[config.mk]
export PLATFORM = sky130hd
export DESIGN_NAME = multiplication
export DESIGN_NICKNAME = d
export VERILOG_FILES = /design/src/rtl/mult_pkg.sv /design/src/rtl/multiplication.sv
export SDC_FILE = /design/constraint.sdc
export NUM_CORES = 1
export LEC_CHECK = 0
export CORE_AREA = 3 3 148 150
export CTS_BUF_LIST = sky130_fd_sc_hd__clkbuf_8 sky130_fd_sc_hd__clkbuf_16
export DETAILED_ROUTE_END_ITERATION = 10
export DIE_AREA = 0 0 151 153
export GPL_TIMING_DRIVEN = 0
export PLACE_DENSITY = 0.87
export REMOVE_ABC_BUFFERS = 1
export SLEW_MARGIN = 20
export SYNTH_ARGS = -nofsm -noshare
export SYNTH_HDL_FRONTEND = slang
export SYNTH_SLANG_ARGS = --single-unit
[constraint.sdc]
create_clock -name clk -period 3.85 [get_ports clk]
set_clock_uncertainty 0.2 [all_clocks]
set_input_delay 0.77 -clock clk [delete_from_list [all_inputs] [get_ports clk]]
set_output_delay 0.77 -clock clk [all_outputs]
set_load 0.01 [all_outputs]
[src/rtl/mult_pkg.sv]
// rtl/mult_pkg.sv - shared types and constants for the iterative multiplier
//
// Purpose: state encoding and width constants used by the multiplication block.
// Contents:
//   mult_state_e - controller states IDLE / CALC / SIGN
//   MULT_WIDTH   - default operand width
//   CNT_WIDTH    - iteration counter width for MULT_WIDTH operands
package mult_pkg;

  localparam int MULT_WIDTH = 32;
  localparam int CNT_WIDTH  = $clog2(MULT_WIDTH);

  typedef enum logic [1:0] {
    IDLE = 2'd0,
    CALC = 2'd1,
    SIGN = 2'd2
  } mult_state_e;

endpackage

[src/rtl/multiplication.sv]
// rtl/multiplication.sv - iterative shift-add 32x32 multiplier (MULT/MULTU)
//
// Purpose: multi-cycle HI/LO product for the EX stage. One operation takes
// WIDTH+1 cycles from the accepting edge to the done pulse.
// Ports:
//   clk          - clock, rising edge
//   rst_n        - synchronous active-low reset
//   start        - request an operation, sampled only in IDLE
//   is_signed    - 1: two's complement, 0: unsigned; sampled with start
//   flush        - abort any in-flight operation, no done, hi/lo untouched
//   multiplicand - operand A, sampled with start
//   multiplier   - operand B, sampled with start
//   busy         - high while the operation is in flight
//   done         - one-cycle pulse, hi/lo valid in that cycle
//   hi, lo       - upper/lower product halves, held until the next done
module multiplication
  import mult_pkg::*;
#(
  parameter int WIDTH = MULT_WIDTH
) (
  input  logic             clk,
  input  logic             rst_n,
  input  logic             start,
  input  logic             is_signed,
  input  logic             flush,
  input  logic [WIDTH-1:0] multiplicand,
  input  logic [WIDTH-1:0] multiplier,
  output logic             busy,
  output logic             done,
  output logic [WIDTH-1:0] hi,
  output logic [WIDTH-1:0] lo
);

  localparam int CW = $clog2(WIDTH);
  localparam logic [CW-1:0] LAST_ITER = CW'(WIDTH - 1);

  mult_state_e        state_q;
  logic [WIDTH-1:0]   a_q;
  logic [WIDTH-1:0]   b_q;
  logic [2*WIDTH-1:0] acc_q;
  logic [CW-1:0]      cnt_q;
  logic               neg_q;
  logic               busy_q;
  logic               done_q;
  logic [WIDTH-1:0]   hi_q;
  logic [WIDTH-1:0]   lo_q;

  logic [WIDTH-1:0]   a_abs_d;
  logic [WIDTH-1:0]   b_abs_d;
  logic               neg_d;
  logic [WIDTH:0]     sum_d;
  logic [2*WIDTH-1:0] acc_d;
  logic [2*WIDTH-1:0] product_d;

  always_comb begin
    // The most negative value negates to itself; read as unsigned that is
    // exactly its magnitude, so no special case is needed.
    a_abs_d = (is_signed && multiplicand[WIDTH-1]) ? -multiplicand : multiplicand;
    b_abs_d = (is_signed && multiplier[WIDTH-1])   ? -multiplier   : multiplier;
    neg_d   = is_signed & (multiplicand[WIDTH-1] ^ multiplier[WIDTH-1]);

    // Add the masked multiplicand into the upper half with carry, then shift
    // {carry, acc} right by one so the carry lands in the top bit.
    sum_d     = {1'b0, acc_q[2*WIDTH-1:WIDTH]} + {1'b0, a_q & {WIDTH{b_q[0]}}};
    acc_d     = {sum_d, acc_q[WIDTH-1:1]};
    product_d = neg_q ? -acc_q : acc_q;
  end

  always_ff @(posedge clk) begin
    if (!rst_n) begin
      state_q <= IDLE;
      a_q     <= '0;
      b_q     <= '0;
      acc_q   <= '0;
      cnt_q   <= '0;
      neg_q   <= 1'b0;
      busy_q  <= 1'b0;
      done_q  <= 1'b0;
      hi_q    <= '0;
      lo_q    <= '0;
    end else begin
      done_q <= 1'b0;
      if (flush) begin
        // Abort wins over everything, including a start in the same cycle
        // and the result write in SIGN.
        state_q <= IDLE;
        busy_q  <= 1'b0;
      end else begin
        case (state_q)
          IDLE: begin
            if (start) begin
              a_q     <= a_abs_d;
              b_q     <= b_abs_d;
              neg_q   <= neg_d;
              acc_q   <= '0;
              cnt_q   <= '0;
              busy_q  <= 1'b1;
              state_q <= CALC;
            end
          end
          CALC: begin
            acc_q <= acc_d;
            b_q   <= b_q >> 1;
            cnt_q <= cnt_q + CW'(1);
            if (cnt_q == LAST_ITER) begin
              state_q <= SIGN;
            end
          end
          SIGN: begin
            {hi_q, lo_q} <= product_d;
            done_q       <= 1'b1;
            busy_q       <= 1'b0;
            state_q      <= IDLE;
          end
          default: begin
            state_q <= IDLE;
            busy_q  <= 1'b0;
          end
        endcase
      end
    end
  end

  assign busy = busy_q;
  assign done = done_q;
  assign hi   = hi_q;
  assign lo   = lo_q;

endmodule

* Word level (Yosys, flattened, before mapping)
Cells that the tools add are included.
Storage, ports and cells: register bits after elaboration 202, bits in latches 0, memory bits (writable) 0, memory bits (read-only) 0, output and inout port bits 66, memories kept 0
Operators by class: add/subtract/negate cells 5, $mul 0, divide/modulo/power cells 0, magnitude comparators 0, eq/ne operators 5, shift operators 0, multiplexer cells 15, bitwise logic cells 6, reductions and logical operators 10
Operators with widths (number):
- 64-bit two-way mux | 2
- 64-bit case mux with 2 select lines | 1
- 32-bit two-way mux | 3
- 32-bit negator | 2
- 64-bit negator | 1
- 32-bit case mux with 2 select lines | 1
- 32-bit by 32-bit adder with 33-bit output | 1
- 32-bit bitwise AND | 1
- 5-bit case mux with 2 select lines | 1
- 2-bit AND reduction | 3
- 3-bit AND reduction | 2
- 5-bit by 1-bit adder with 5-bit output, second input constant | 1
- 5-bit equality test, second input constant | 1
- 5-bit two-way mux | 1
- 2-bit two-way mux | 2
- 2-bit inequality test, second input constant | 2
- 2-bit case mux with 2 select lines | 1
- 1-bit NOT | 3
- 2-bit by 1-bit equality test with 1-bit output, second input constant | 1
- 2-bit equality test, second input constant | 1
- 1-bit logical AND | 2
- 2-bit logical NOT | 1
- 1-bit two-way mux | 2
- 1-bit case mux with 2 select lines | 1
- other kinds (4) | 4

* Longest topological paths before layout
depth in word-level cells 4, mapped depth 14, mapped depth without buffers 13

* Worst setup path before layout
No wires, ideal clock.
path type input-to-reg, start in multiplicand[8], end reg a_q[27], setup time 0.116 ns, arrival time 2.972 ns, slack 0.562 ns, stages on the path 9, buffers on the path 0, cell sequence or4_1 -> or3_1 -> or3_4 -> nor3_4 -> nand2_1 -> o41ai_1 -> xor2_1 -> nand2_1 -> o211a_1
On the way: word-level cells in the longest chain between the ends 2
Ends and longest elaborated chain:
- from (decl) | line multiplication.sv:26 | input logic [WIDTH-1:0] multiplicand,
- 32-bit negator | line multiplication.sv:58 | a_abs_d = (is_signed && multiplicand[WIDTH-1]) ? -multiplicand : multiplicand;
- 32-bit two-way mux | line multiplication.sv:58
- to (signal assigned) | line multiplication.sv:92 | a_q <= a_abs_d;
- to (decl) | line multiplication.sv:38 | logic [WIDTH-1:0] a_q;
Every way passes these cells. A chain may end at the register's enable or synchronous reset.

* Worst setup path in the final report
start reg b_q[0], end reg acc_q[60]
On the way: word-level cells in the longest chain between the ends 3
Ends and longest elaborated chain:
- from (decl) | line multiplication.sv:39 | logic [WIDTH-1:0] b_q;
- from (signal assigned) | line multiplication.sv:93 | b_q <= b_abs_d;
- from (signal assigned) | line multiplication.sv:103 | b_q <= b_q >> 1;
- 32-bit bitwise AND | line multiplication.sv:64 | sum_d = {1'b0, acc_q[2*WIDTH-1:WIDTH]} + {1'b0, a_q & {WIDTH{b_q[0]}}};
- 32-bit by 32-bit adder with 33-bit output | line multiplication.sv:64
- 64-bit case mux with 2 select lines | line multiplication.sv:89 | case (state_q)
- to (signal assigned) | line multiplication.sv:74 | acc_q <= '0;
- to (signal assigned) | line multiplication.sv:95 | acc_q <= '0;
- to (signal assigned) | line multiplication.sv:102 | acc_q <= acc_d;
- to (decl) | line multiplication.sv:40 | logic [2*WIDTH-1:0] acc_q;
Every way passes these cells.

==> qor.txt <==
Fin. Hold Viols: 0
Flops & latches, synth: 202
Core box area: 20800 µm²
DR WL/cell: 15.9 µm
Remaining DRCs: 0
Share of layout cells above drive strength 1: 0.0518
Placed Cells incl. Taps: 1759
LEAKAGE: 5.96 nW
Top Ports: 135
CTS H-tree depth: 1
Worst slew pin tran: 1030 ps
Total Routing Usage GR: 0.238
DP HPWL: 20.5 mm
Post-route ant nets: 0
Layout Nets: 1616
Reg clk slew, reported paths: 60 ps
Gpl congestion: 0.903
Sequential area share after synthesis: 0.342
# hold bufs at CTS: 0
Worst setup startpoint: b_q[0]
FMAX: 0.271 GHz
Worst Setup End Kind: flop
Post-synth top area share: 0.342
R2R depth: 11
Pre-antenna DRT Iters: 5
Start-to-end type of the worst setup path: reg -> reg
# diodes: 0
Clock power frac: 0.442
Startpoint Class: flop
XOR/XNOR Fraction of Synth Area: 0.107
Initial core utilization: 0.568
Rows: 53
# fillers: 1691
Final setup viols: 0
Hold WC Path Type: reg -> reg
Layout Cells excl Fill: 1799
Syn Area/Cell: 8.21 µm²
Worst Path Arrival: 3920 ps
Setup TNS: 0 ps
Largest family of logic cells by synthesized area: compound AO/OA/AOI/OAI gates
Final Core Density: 0.677
Synth top area cells: dfxtp_1 (34%), xor2_1 (7.1%), o21ai_0 (5.5%)
R2R Path End: acc_q[60]
CTS tree: done
Antenna violations before repair: 0
RSZ-0062 raised after global routing: no
Worst VDD drop: 239 µV
Switching share of total power: 0.237
Storage element area: 4050 µm²
Pwr dens: 337 nW/µm²
Die width: 151 µm
GRT Residual Overflow: 0
Status: complete, no violations
Min cycle time layout: 3680 ps
Internal power: 3.63 mW
Commonest non-fill, non-tap cell in the layout: dfxtp_1
Min Hold Slack: 251 ps
Synthesized-area fraction occupied by adder cells: 0.0409
Distinct cell type count after synthesis: 67
Clock latency on the worst-skew pair: 500 ps
Final instance area: 14100 µm²
Number of global-route vias before repair: 9927
Mapped Cells: 1440
Worst-path fanout max: 33
Max-Cap Viols: 0
Data required, critical path: 4080 ps
Comb power frac: 0.099
Slew HR: 0.309
First-pass GRT wire length: 47.0 mm
Routed vias: 10600
Tot Pwr: 4.76 mW
Clock tree buffer depth: 3
Synthesis Warnings: 0
Final worst slack: 166 ps
Largest net degree at the start of global routing: 106
Root Buffer: clkbuf_16
Area growth syn-to-layout: 19.3%
Compound-Gate Fraction of Synth Area: 0.260
Vias per inst: 5.92
Post-Synth Simple-Gate Area: 0.210
Post-place setup slack: -188 ps
Main synth FF type: dfxtp_1
Multi-input gate area in the final layout: 7360 µm²
Die height: 153 µm
Most frequent cells in the layout: dfxtp_1 (200), nand2_1 (172), clkdlybuf4s50_1 (133)
Critical Path End: acc_q[60]
Post-CTS Setup Bufs: 0
Net switching power: 1.13 mW
Num CTS Buffers: 23
Die footprint: 23100 µm²
Top cell type by total area after synthesis: dfxtp_1
Mux cell area share after synthesis: 0.000847
Async set or reset register ratio after synthesis: 0
FF-to-FF Start: b_q[0]
Synthesized cell area: 11800 µm²
Iter 0 DRT Violations: 603
Seq pwr share: 0.458
R2R setup slack: 170 ps
Post-synth EDFFs: 0
Final Cycle Share: 0.957
PortBufs: 134
Dpl cell area: 13400 µm²
Clk sinks: 202
WL final: 28.6 mm
Slew Limit Fails: 0
==> final cells by class <==
cell class,instances,area share
tap,275,0.0244
clock buffer,26,0.0437
clock inverter,14,0.00799
sequential,202,0.287
multi-input combinational,1117,0.522
timing repair buffer,142,0.109
inverter,23,0.00612
==> synth_stat cells (all sizes together) (40+ instances only) <==
master,instances
and2,50
nor2b,66
dfxtp,202
clkbuf,86
o211a,57
xor2,96
a21oi,84
o21ai,136
xnor2,48
nor2,60
nand2,172
a22oi,40
==> state kept, by name (all words and copies together) (netlist names) <==
signal   cells
hi          32
busy         1
cnt_q        5
neg_q        1
lo          32
acc_q       64
a_q         32
b_q         32
done         1
state_q      2
==> power groups by stage <==
stage | clock [mW] | combinational (mW) | sequential (mW)
after global routing | 2.22 | 0.519 | 2.19
final | 2.10 | 0.472 | 2.18
after global placement | 0 | 0.439 | 2.22
after detailed placement | 0 | 0.466 | 2.22
after CTS | 2.13 | 0.469 | 2.18
after floorplan | 0 | 0.261 | 2.22
==> cells by family (layout without fill, tap and decap cells) <==
| family | count (synthesis) | in the layout |
|---|---|---|
| compound gates | 455 | 455 |
| xor+xnor | 144 | 144 |
| fa+ha+maj | 38 | 38 |
| buf+inv | 121 | 205 |
| flops | 202 | 202 |
| mux | 1 | 1 |
| simple gates | 479 | 479 |
==> metal layers <==
layer  track usage  share of wire  up-vias
met5             0              0        -
met4        0.0609          0.018        0
met3        0.0365          0.055       48
met2         0.412           0.48      313
met1         0.309           0.45     4987
li1              -              -     5299
==> critical path, cell delays in order, from the launching register on <==
cell	delay [ps]
dfxtp_4	490
and2_1	170
ha_1	290
a2111oi_0	450
o21ai_0	230
a41oi_1	290
o31ai_2	150
a41oi_1	350
o31ai_1	190
a221o_1	390
or3_1	310
nand3_1	80
==> how the worst min path moves through the flow <==
stage,cells past startpoint,from,to,slack (ps)
after floorplan,2,b_q[31],b_q[31],230
after global placement,2,b_q[31],b_q[31],230
after detailed placement,2,hi[13],hi[13],240
after CTS,2,busy,busy,260
after global routing,2,busy,busy,270
final,2,busy,busy,250
==> what timing repair did <==
| item | 4_1_cts | 5_1_grt |
|---|---|---|
| resized for setup | 1 | 2 |
| pin swaps | 0 | 0 |
| endpoints found under the setup margin | 2 | 3 |
(Power assumes the default switching activity.)
